## config.mk

```make
export PLATFORM = sky130hd
export DESIGN_NAME = wb_stream_fifo
export DESIGN_NICKNAME = d
export VERILOG_FILES = /design/src/rtl/wb_stream_pkg.sv /design/src/rtl/wb_stream_fifo_mem.sv /design/src/rtl/wb_stream_fifo.sv
export SDC_FILE = /design/constraint.sdc
export NUM_CORES = 1
export LEC_CHECK = 0
export CORE_ASPECT_RATIO = 1.75
export CORE_MARGIN = 2
export CORE_UTILIZATION = 60
export DETAILED_ROUTE_END_ITERATION = 6
export GPL_TIMING_DRIVEN = 0
export PLACE_DENSITY_LB_ADDON = 0.3
export SLEW_MARGIN = 20
export SYNTH_ARGS = -nofsm -noshare
export SYNTH_HDL_FRONTEND = slang
export SYNTH_SLANG_ARGS = --single-unit
```

## constraint.sdc

```tcl
create_clock -name wb_clk_i -period 7.9 [get_ports wb_clk_i]
set_input_delay 1.58 -clock wb_clk_i [delete_from_list [all_inputs] [get_ports wb_clk_i]]
set_output_delay 1.58 -clock wb_clk_i [all_outputs]
set_load 0.005 [all_outputs]
```

## src/rtl/wb_stream_pkg.sv

```systemverilog
// Shared constants and helpers for the Wishbone stream-write path.
// Holds the default idle timeout and the FIFO capacity function.
// Also used by the controller's burst-size checks.
package wb_stream_pkg;

  localparam int WB_STREAM_TIMEOUT_DEFAULT = 256;

  // Usable FIFO capacity for a given address width: one slot stays empty.
  function automatic int unsigned fifo_cap(input int unsigned aw);
    return (32'd1 << aw) - 32'd1;
  endfunction

endpackage

```

## src/rtl/wb_stream_fifo_mem.sv

```systemverilog
// Simple dual-port storage array for wb_stream_fifo.
// Writes are synchronous and reads are asynchronous (combinational).
// There is no flow control here; the parent decides when to write.
module wb_stream_fifo_mem #(
  parameter int DW = 32,
  parameter int AW = 4
) (
  input  logic          clk,
  input  logic          we,
  input  logic [AW-1:0] waddr,
  input  logic [DW-1:0] wdata,
  input  logic [AW-1:0] raddr,
  output logic [DW-1:0] rdata
);

  logic [DW-1:0] mem_q [2**AW];

  // Write port: store the word at waddr when enabled.
  always_ff @(posedge clk) begin
    if (we) begin
      mem_q[waddr] <= wdata;
    end
  end

  assign rdata = mem_q[raddr];

endmodule

```

## src/rtl/wb_stream_fifo.sv

```systemverilog
// Show-ahead FIFO feeding the Wishbone stream-write controller.
// Push/pop visible one edge later; head word presented with no output register.
// ready deasserts at CAP; optional idle timeout is enabled by WB_STREAM_FIFO_TIMEOUT_EN.
module wb_stream_fifo
  import wb_stream_pkg::*;
#(
  parameter int WB_DW          = 32,
  parameter int FIFO_AW        = 4,
  parameter int TIMEOUT_CYCLES = WB_STREAM_TIMEOUT_DEFAULT
) (
  input  logic               wb_clk_i,
  input  logic               wb_rst_n_i,
  input  logic               clr,
  input  logic [WB_DW-1:0]   stream_s_data_i,
  input  logic               stream_s_valid_i,
  output logic               stream_s_ready_o,
  output logic [WB_DW-1:0]   fifo_d,
  output logic               fifo_dv,
  output logic [FIFO_AW-1:0] fifo_cnt,
  input  logic               fifo_rd,
  output logic               fifo_timeout
);

  localparam logic [FIFO_AW-1:0] CAP = FIFO_AW'(fifo_cap(FIFO_AW));

  logic [FIFO_AW-1:0] wr_ptr_d, wr_ptr_q;
  logic [FIFO_AW-1:0] rd_ptr_d, rd_ptr_q;
  logic [FIFO_AW-1:0] cnt_d, cnt_q;
  logic               ready_d, ready_q;
  logic               dv_d, dv_q;
  logic               push, pop;

  assign push = stream_s_valid_i & ready_q;
  assign pop  = fifo_rd & dv_q;

  // Next pointers, count and flags; flush discards any same-cycle push/pop.
  always_comb begin
    wr_ptr_d = wr_ptr_q;
    rd_ptr_d = rd_ptr_q;
    cnt_d    = cnt_q;
    if (push) begin
      wr_ptr_d = wr_ptr_q + 1'b1;
    end
    if (pop) begin
      rd_ptr_d = rd_ptr_q + 1'b1;
    end
    case ({push, pop})
      2'b10:   cnt_d = cnt_q + 1'b1;
      2'b01:   cnt_d = cnt_q - 1'b1;
      default: cnt_d = cnt_q;
    endcase
    ready_d = (cnt_d < CAP);
    dv_d    = (cnt_d != '0);
    if (clr) begin
      wr_ptr_d = '0;
      rd_ptr_d = '0;
      cnt_d    = '0;
      ready_d  = 1'b0;
      dv_d     = 1'b0;
    end
  end

  // State registers with synchronous active-low reset.
  always_ff @(posedge wb_clk_i) begin
    if (!wb_rst_n_i) begin
      wr_ptr_q <= '0;
      rd_ptr_q <= '0;
      cnt_q    <= '0;
      ready_q  <= 1'b0;
      dv_q     <= 1'b0;
    end else begin
      wr_ptr_q <= wr_ptr_d;
      rd_ptr_q <= rd_ptr_d;
      cnt_q    <= cnt_d;
      ready_q  <= ready_d;
      dv_q     <= dv_d;
    end
  end

  wb_stream_fifo_mem #(
    .DW (WB_DW),
    .AW (FIFO_AW)
  ) u_mem (
    .clk   (wb_clk_i),
    .we    (push & ~clr),
    .waddr (wr_ptr_q),
    .wdata (stream_s_data_i),
    .raddr (rd_ptr_q),
    .rdata (fifo_d)
  );

  assign stream_s_ready_o = ready_q;
  assign fifo_dv          = dv_q;
  assign fifo_cnt         = cnt_q;

`ifdef WB_STREAM_FIFO_TIMEOUT_EN
  localparam int TW = $clog2(TIMEOUT_CYCLES + 1);
  localparam logic [TW-1:0] TMAX = TW'(TIMEOUT_CYCLES);

  logic [TW-1:0] idle_d, idle_q;
  logic          timeout_d, timeout_q;

  // Idle counter: runs only while partially filled with no push, saturating.
  always_comb begin
    idle_d = idle_q;
    if (clr || push || (cnt_q == '0) || (cnt_q == CAP)) begin
      idle_d = '0;
    end else if (idle_q != TMAX) begin
      idle_d = idle_q + 1'b1;
    end
    timeout_d = (idle_d == TMAX) && (cnt_d != '0);
  end

  // Timeout registers with synchronous active-low reset.
  always_ff @(posedge wb_clk_i) begin
    if (!wb_rst_n_i) begin
      idle_q    <= '0;
      timeout_q <= 1'b0;
    end else begin
      idle_q    <= idle_d;
      timeout_q <= timeout_d;
    end
  end

  assign fifo_timeout = timeout_q;
`else
  assign fifo_timeout = 1'b0;
`endif

endmodule

```

=== Word level (Yosys, flattened, before mapping) ===
Memories as Yosys holds them, arrays and structs flattened. A register that Yosys moved wholly into a read port is not among the register bits.
Index checks and enable logic that the tools add are counted.
W data, S select, Z words.

* $add $sub $neg: 4
* Magnitude comparators: 1
* Equality and inequality tests: 2
* Multiplexer cells: 5
* Bitwise gates (word level): 5
* Reductions and logical operators: 2

{| class="wikitable"
|+ Operator list
! kind !! number
|-
| $add A4 B1 Y4 const B || 3
|-
| $mux W4 || 2
|-
| $pmux W4 S2 || 1
|-
| $lt A4 B4 Y1 const B || 1
|-
| $reduce_bool A4 Y1 || 1
|-
| $sub A4 B1 Y4 const B || 1
|-
| $and A1 B1 Y1 || 3
|-
| $eq A2 B1 Y1 const B || 1
|-
| $eq A2 B2 Y1 const B || 1
|-
| $mux W1 || 2
|-
| $not A1 Y1 || 2
|-
| $reduce_or A2 Y1 || 1
|}

* Flip-flop bits (word level): 14
* RAM bits: 512
* Bits of input ports: 37
* Output and inout bits: 39
* Word-level logic and storage cells: 25
* Memories kept: 1

{| class="wikitable"
|+ Memory list
! memory !! words !! width !! read ports !! clocked after memory_dff !! write ports !! RTL line !! text
|-
| u_mem.mem_q || 16 || 32 || 1 || 1 || 1 || wb_stream_fifo_mem.sv:16 || <nowiki>logic [DW-1:0] mem_q [2**AW];</nowiki>
|}

=== Logic depth before layout (Yosys ltp) ===
* Depth after elaboration: 4
* Gate-level depth with buffers: 11
* Mapped depth without buffers: 10

=== Modules after synthesis ===
From an unflattened synthesis, not the netlist that was laid out.

* Cell total of the unflattened synthesis: 890
* Area, all modules: 20,011.7 µm²

{| class="wikitable"
|+ By module, submodules not included
! module !! times used !! cells each !! area an instance (µm²) !! seq. area each (µm²)
|-
| wb_stream_fifo_mem || 1 || 806 || 19,213.4 || 15,374.7
|-
| wb_stream_fifo || 1 || 84 || 798.3 || 280.3
|}

=== Worst setup path after synthesis ===
No wires, ideal clock.

* Path kind: input to register
* Start: input stream_s_valid_i
* End: memory u_mem.mem_q[3][0], enable pin
* Library setup time: 0.421 ns
* Data arrival time: 3.481 ns
* Slack: 3.998 ns
* Stages on the path: 4
* Path buffers: 1
* Cell sequence: and2_1 clkbuf_1 nand2_1 nor2_1

* Word-level cells in the longest chain between the ends: 4

{| class="wikitable"
|+ RTL lines
! what !! RTL line !! text
|-
| start, declared || wb_stream_fifo.sv:15 || <nowiki>input logic stream_s_valid_i,</nowiki>
|-
| $and A1 B1 Y1 || wb_stream_fifo.sv:33 || <nowiki>assign push = stream_s_valid_i & ready_q;</nowiki>
|-
| $and A1 B1 Y1 || wb_stream_fifo.sv:85 || <nowiki>.we (push & ~clr),</nowiki>
|-
| $mux W1 || wb_stream_fifo_mem.sv:20 || <nowiki>if (we) begin</nowiki>
|-
| $mux W1 (implied by the code) || wb_stream_fifo_mem.sv:21 || <nowiki>mem_q[waddr] <= wdata;</nowiki>
|-
| end, declared || wb_stream_fifo_mem.sv:16 ||
|}

Every way passes these cells.

==> results.md <==
- RSZ-0062 raised after global routing: false
- Leak pwr: 7.25 nW
- DR vias/cell: 6.45
- Wire per inst: 30.5 um
- DRC violation count after routing: 0
- Clock Skew: 0.0220 ns
- Die X: 143 um
- Final hold slack: 0.529 ns
- Internal power: 4.42 mW
- Die extent in y: 247 um
- Cts hold-fix bufs: 0
- Total power: 5.47 mW
- Number of I/O pins: 76
- Setup Viol. Count Final: 0
- Sw Pwr: 1.05 mW
- DR pass1 iterations: 5
- Complex-gate fraction of the synthesized area: 0.00266
- Share of the synthesized area in the top cell type: 0.760
- Arr. time, crit path: 3.69 ns
- Post-CTS Setup Bufs: 0
- Global Route Usage Sum: 0.263
- Core area: 0.0335 mm2
- CTS resizes: 0
- Largest fanout on the critical path: 10
- Cell Rows: 89
- CP endpoint kind: primary output
- Via count of the first global-routing pass: 9,899
- Min Tclk post-route: 5.27 ns
- Post-Synth Adder-Cell Area: 0.00495
- Reg clk slew, reported paths: 0.07 ns
- Unique masters post-synth: 31
- Final WL: 44,500 um
- RR Startpoint: stream_s_ready_o
- CP Data Required Time: 6.32 ns
- Mean Syn Cell Area: 24.6 um2
- Post-Synth Simple-Gate Area: 0.0124
- FF+latch count, synth: 530
- Total grt overflow: 0
- Vias: 9,409
- Die ar.: 0.0353 mm2
- Hold WC Path Type: reg -> reg
- R2r worst-path depth: 11
- Area leader, netlist: edfxtp_1
- Final Max Tran Viols: 0
- Hold Startpoint: wr_ptr_q[1]
- Fin. Hold Viols: 0
- RD Place Congestion: 0.732
- Sequential share of power: 0.564
- First-pass GRT wire length: 65,100 um
- Synth Instances: 822
- Top Family by Delay on Critical Path: buffers and inverters
- Crit share post-route: 0.667
- Combinational group share of total power: 0.017
- Worst reg2reg endpoint: stream_s_ready_o
- Cts bufs inserted: 44
- Clock Latency Late Sink: 0.57 ns
- Clock Tree Buf Depth: 3
- Status: completed
- Maxcap violations: 0
- CTS sink cnt: 530
- TritonCTS clock tree: built
- Largest net degree at the start of global routing: 18
- Clock power share: 0.419
- Seq. cell area: 0.0157 mm2
- Synth warnings: 0
- H-tree Lvls: 2
- Post-Syn Area: 0.0202 mm2
- CP most frequent cell: clkbuf_1
- Routed Antenna Nets: 0
- Area occupied by multi-input gates: 0.00433 mm2
- P&R area growth vs syn: 17.8%
- Syn_nets: 867
- CP Buf/Inv Count: 3
- Nets: 1,012
- Filler cells: 1,866
- Sw frac: 0.191
- Max_slew headroom: 0.345
- Root buffer cell: clkbuf_16
- Initial antenna violation count: 1
- Setup_tns: 0 ns
- Peak VDD IR: 0.221 mV
- Hold Path Stages: 2
- Mux contribution to synthesized area: 0.183
- R2R setup slack: 5.32 ns
- Worst-Margin Slew: 0.982 ns
- Worst hold path endpoint: wr_ptr_q[1]
- Synth Area in XOR/XNOR: 0.00476
- Power Dens Cells: 230 mW/mm2
- Max frequency: 0.190 GHz
- Worst Setup Start Kind: register
- Main combinational cell family by area after synthesis: multiplexers
- First DRT Iteration DRCs: 1,055
- Initial Util: 0.604
- Number of port buffers: 74
- Dpl hpwl: 26,500 um
- Sequential fraction of the synthesis area: 0.778
- Share of cells above drive strength 1: 0.269
- Slowest cell on the critical path: clkbuf_1
- Largest cells by area after synthesis: edfxtp_1 76%, mux4_2 15%, mux4_1 3.1%, dfxtp_1 1.8%, buf_6 0.67%
- Max incr delay on CP: 0.73 ns
- Critical path type: reg -> out
- Critical-path cell list: clkbuf_1 > clkbuf_1 > mux4_1 > mux4_2 > clkdlybuf4s50_1
## cell type report
type	instances	area share
antenna	1	0.000105
buffer	42	0.0116
clock buffer	55	0.0497
clock inverter	27	0.0139
inverter	4	0.000630
multi-input combinational	246	0.182
sequential	530	0.660
tap	455	0.0239
timing repair buffer	99	0.0582
## power by group through the flow
stage               Clock (mW)  Sequential, mW  Combinational, mW
floorplan                    0            3.14             0.0265
global placement             0            3.14             0.0868
detailed placement           0            3.14             0.0945
CTS                       2.31            3.08             0.0954
global route              2.41            3.08              0.102
finish                    2.29            3.08             0.0947
## per-stage QoR
stage                util  setup WS (ns)  cells  cell area, um2
finish              0.711           2.63   1459           23800
global route        0.711           2.56   1459           23800
CTS                 0.711           2.57   1458           23800
detailed placement  0.666           3.35   1376           22300
global placement    0.643           1.68   1351           21500
floorplan               -           4.00    822           20200
## cells by family after synthesis
logic type      Yosys count
fa+ha+maj                 8
mux                     161
simple gates             56
other cells               1
xor+xnor                 11
buf+inv                  46
flops                   530
compound gates            9
## registers in the layout, summed over array words and instances, names as in the netlist, named ones only
signal            flops
fifo_cnt              4
fifo_dv               1
rd_ptr_q              4
stream_s_ready_o      1
u_mem.mem_q         512
wr_ptr_q              4
## synth_stat cells
master	n
nand3_1	1
buf_4	2
o21ai_0	2
conb_1	1
inv_1	4
clkbuf_1	18
edfxtp_1	512
nor3b_1	1
nor4bb_1	1
xnor2_1	4
or3_1	1
nand2_1	11
buf_1	3
buf_2	5
nand3b_1	2
dfxtp_1	18
o311a_1	1
xor2_1	7
buf_8	1
and2_1	2
buf_6	12
nand4_1	3
clkbuf_2	1
mux4_2	136
mux2i_1	1
a31oi_1	3
nor2_1	31
ha_1	8
nand2b_1	3
a21oi_1	3
mux4_1	24
## worst reg2reg max path, delay by kind of cell (launching register included)
family | cells | cell delay, ns
xor gates and xnor gates | 3 | 0.53
and+or+nand+nor | 2 | 0.18
buffers and inverters | 2 | 0.43
AOI/OAI and AO/OA | 2 | 0.52
DFF | 1 | 0.33
adders and majority gates | 2 | 0.49
## layer usage
layer / vias up / wire length (um) / global-route usage
li1: 3824 / - / -
met1: 5003 / 16000 / 0.332
met2: 466 / 24300 / 0.465
met3: 116 / 2450 / 0.0381
met4: 0 / 1740 / 0.101
met5: - / 0 / 0
## worst max path at each step
stage | slack [ns] | end | from | cells after the start
after floorplan | 4.00 | u_mem.mem_q[3][0] | stream_s_valid_i | 4
after global placement | 1.68 | u_mem.mem_q[3][17] | stream_s_valid_i | 5
after detailed placement | 3.35 | fifo_d[20] | register | 5
after CTS | 2.57 | fifo_d[21] | register | 5
after global routing | 2.56 | fifo_d[21] | register | 5
final | 2.63 | fifo_d[21] | register | 5
## placed cells by master, fill, tap and decap left out, drive strengths merged, types with 2 or more instances in the layout
master / count
a21oi: 3
a31oi: 3
and2: 2
buf: 46
bufinv: 7
clkbuf: 76
clkdlybuf4s50: 74
clkinv: 13
clkinvlp: 4
dfxtp: 18
edfxtp: 512
ha: 8
inv: 7
mux4: 160
nand2: 11
nand2b: 3
nand3b: 2
nand4: 3
nor2: 31
o21ai: 2
xnor2: 4
xor2: 7
Note: power is estimated with default switching activity, not from simulation.
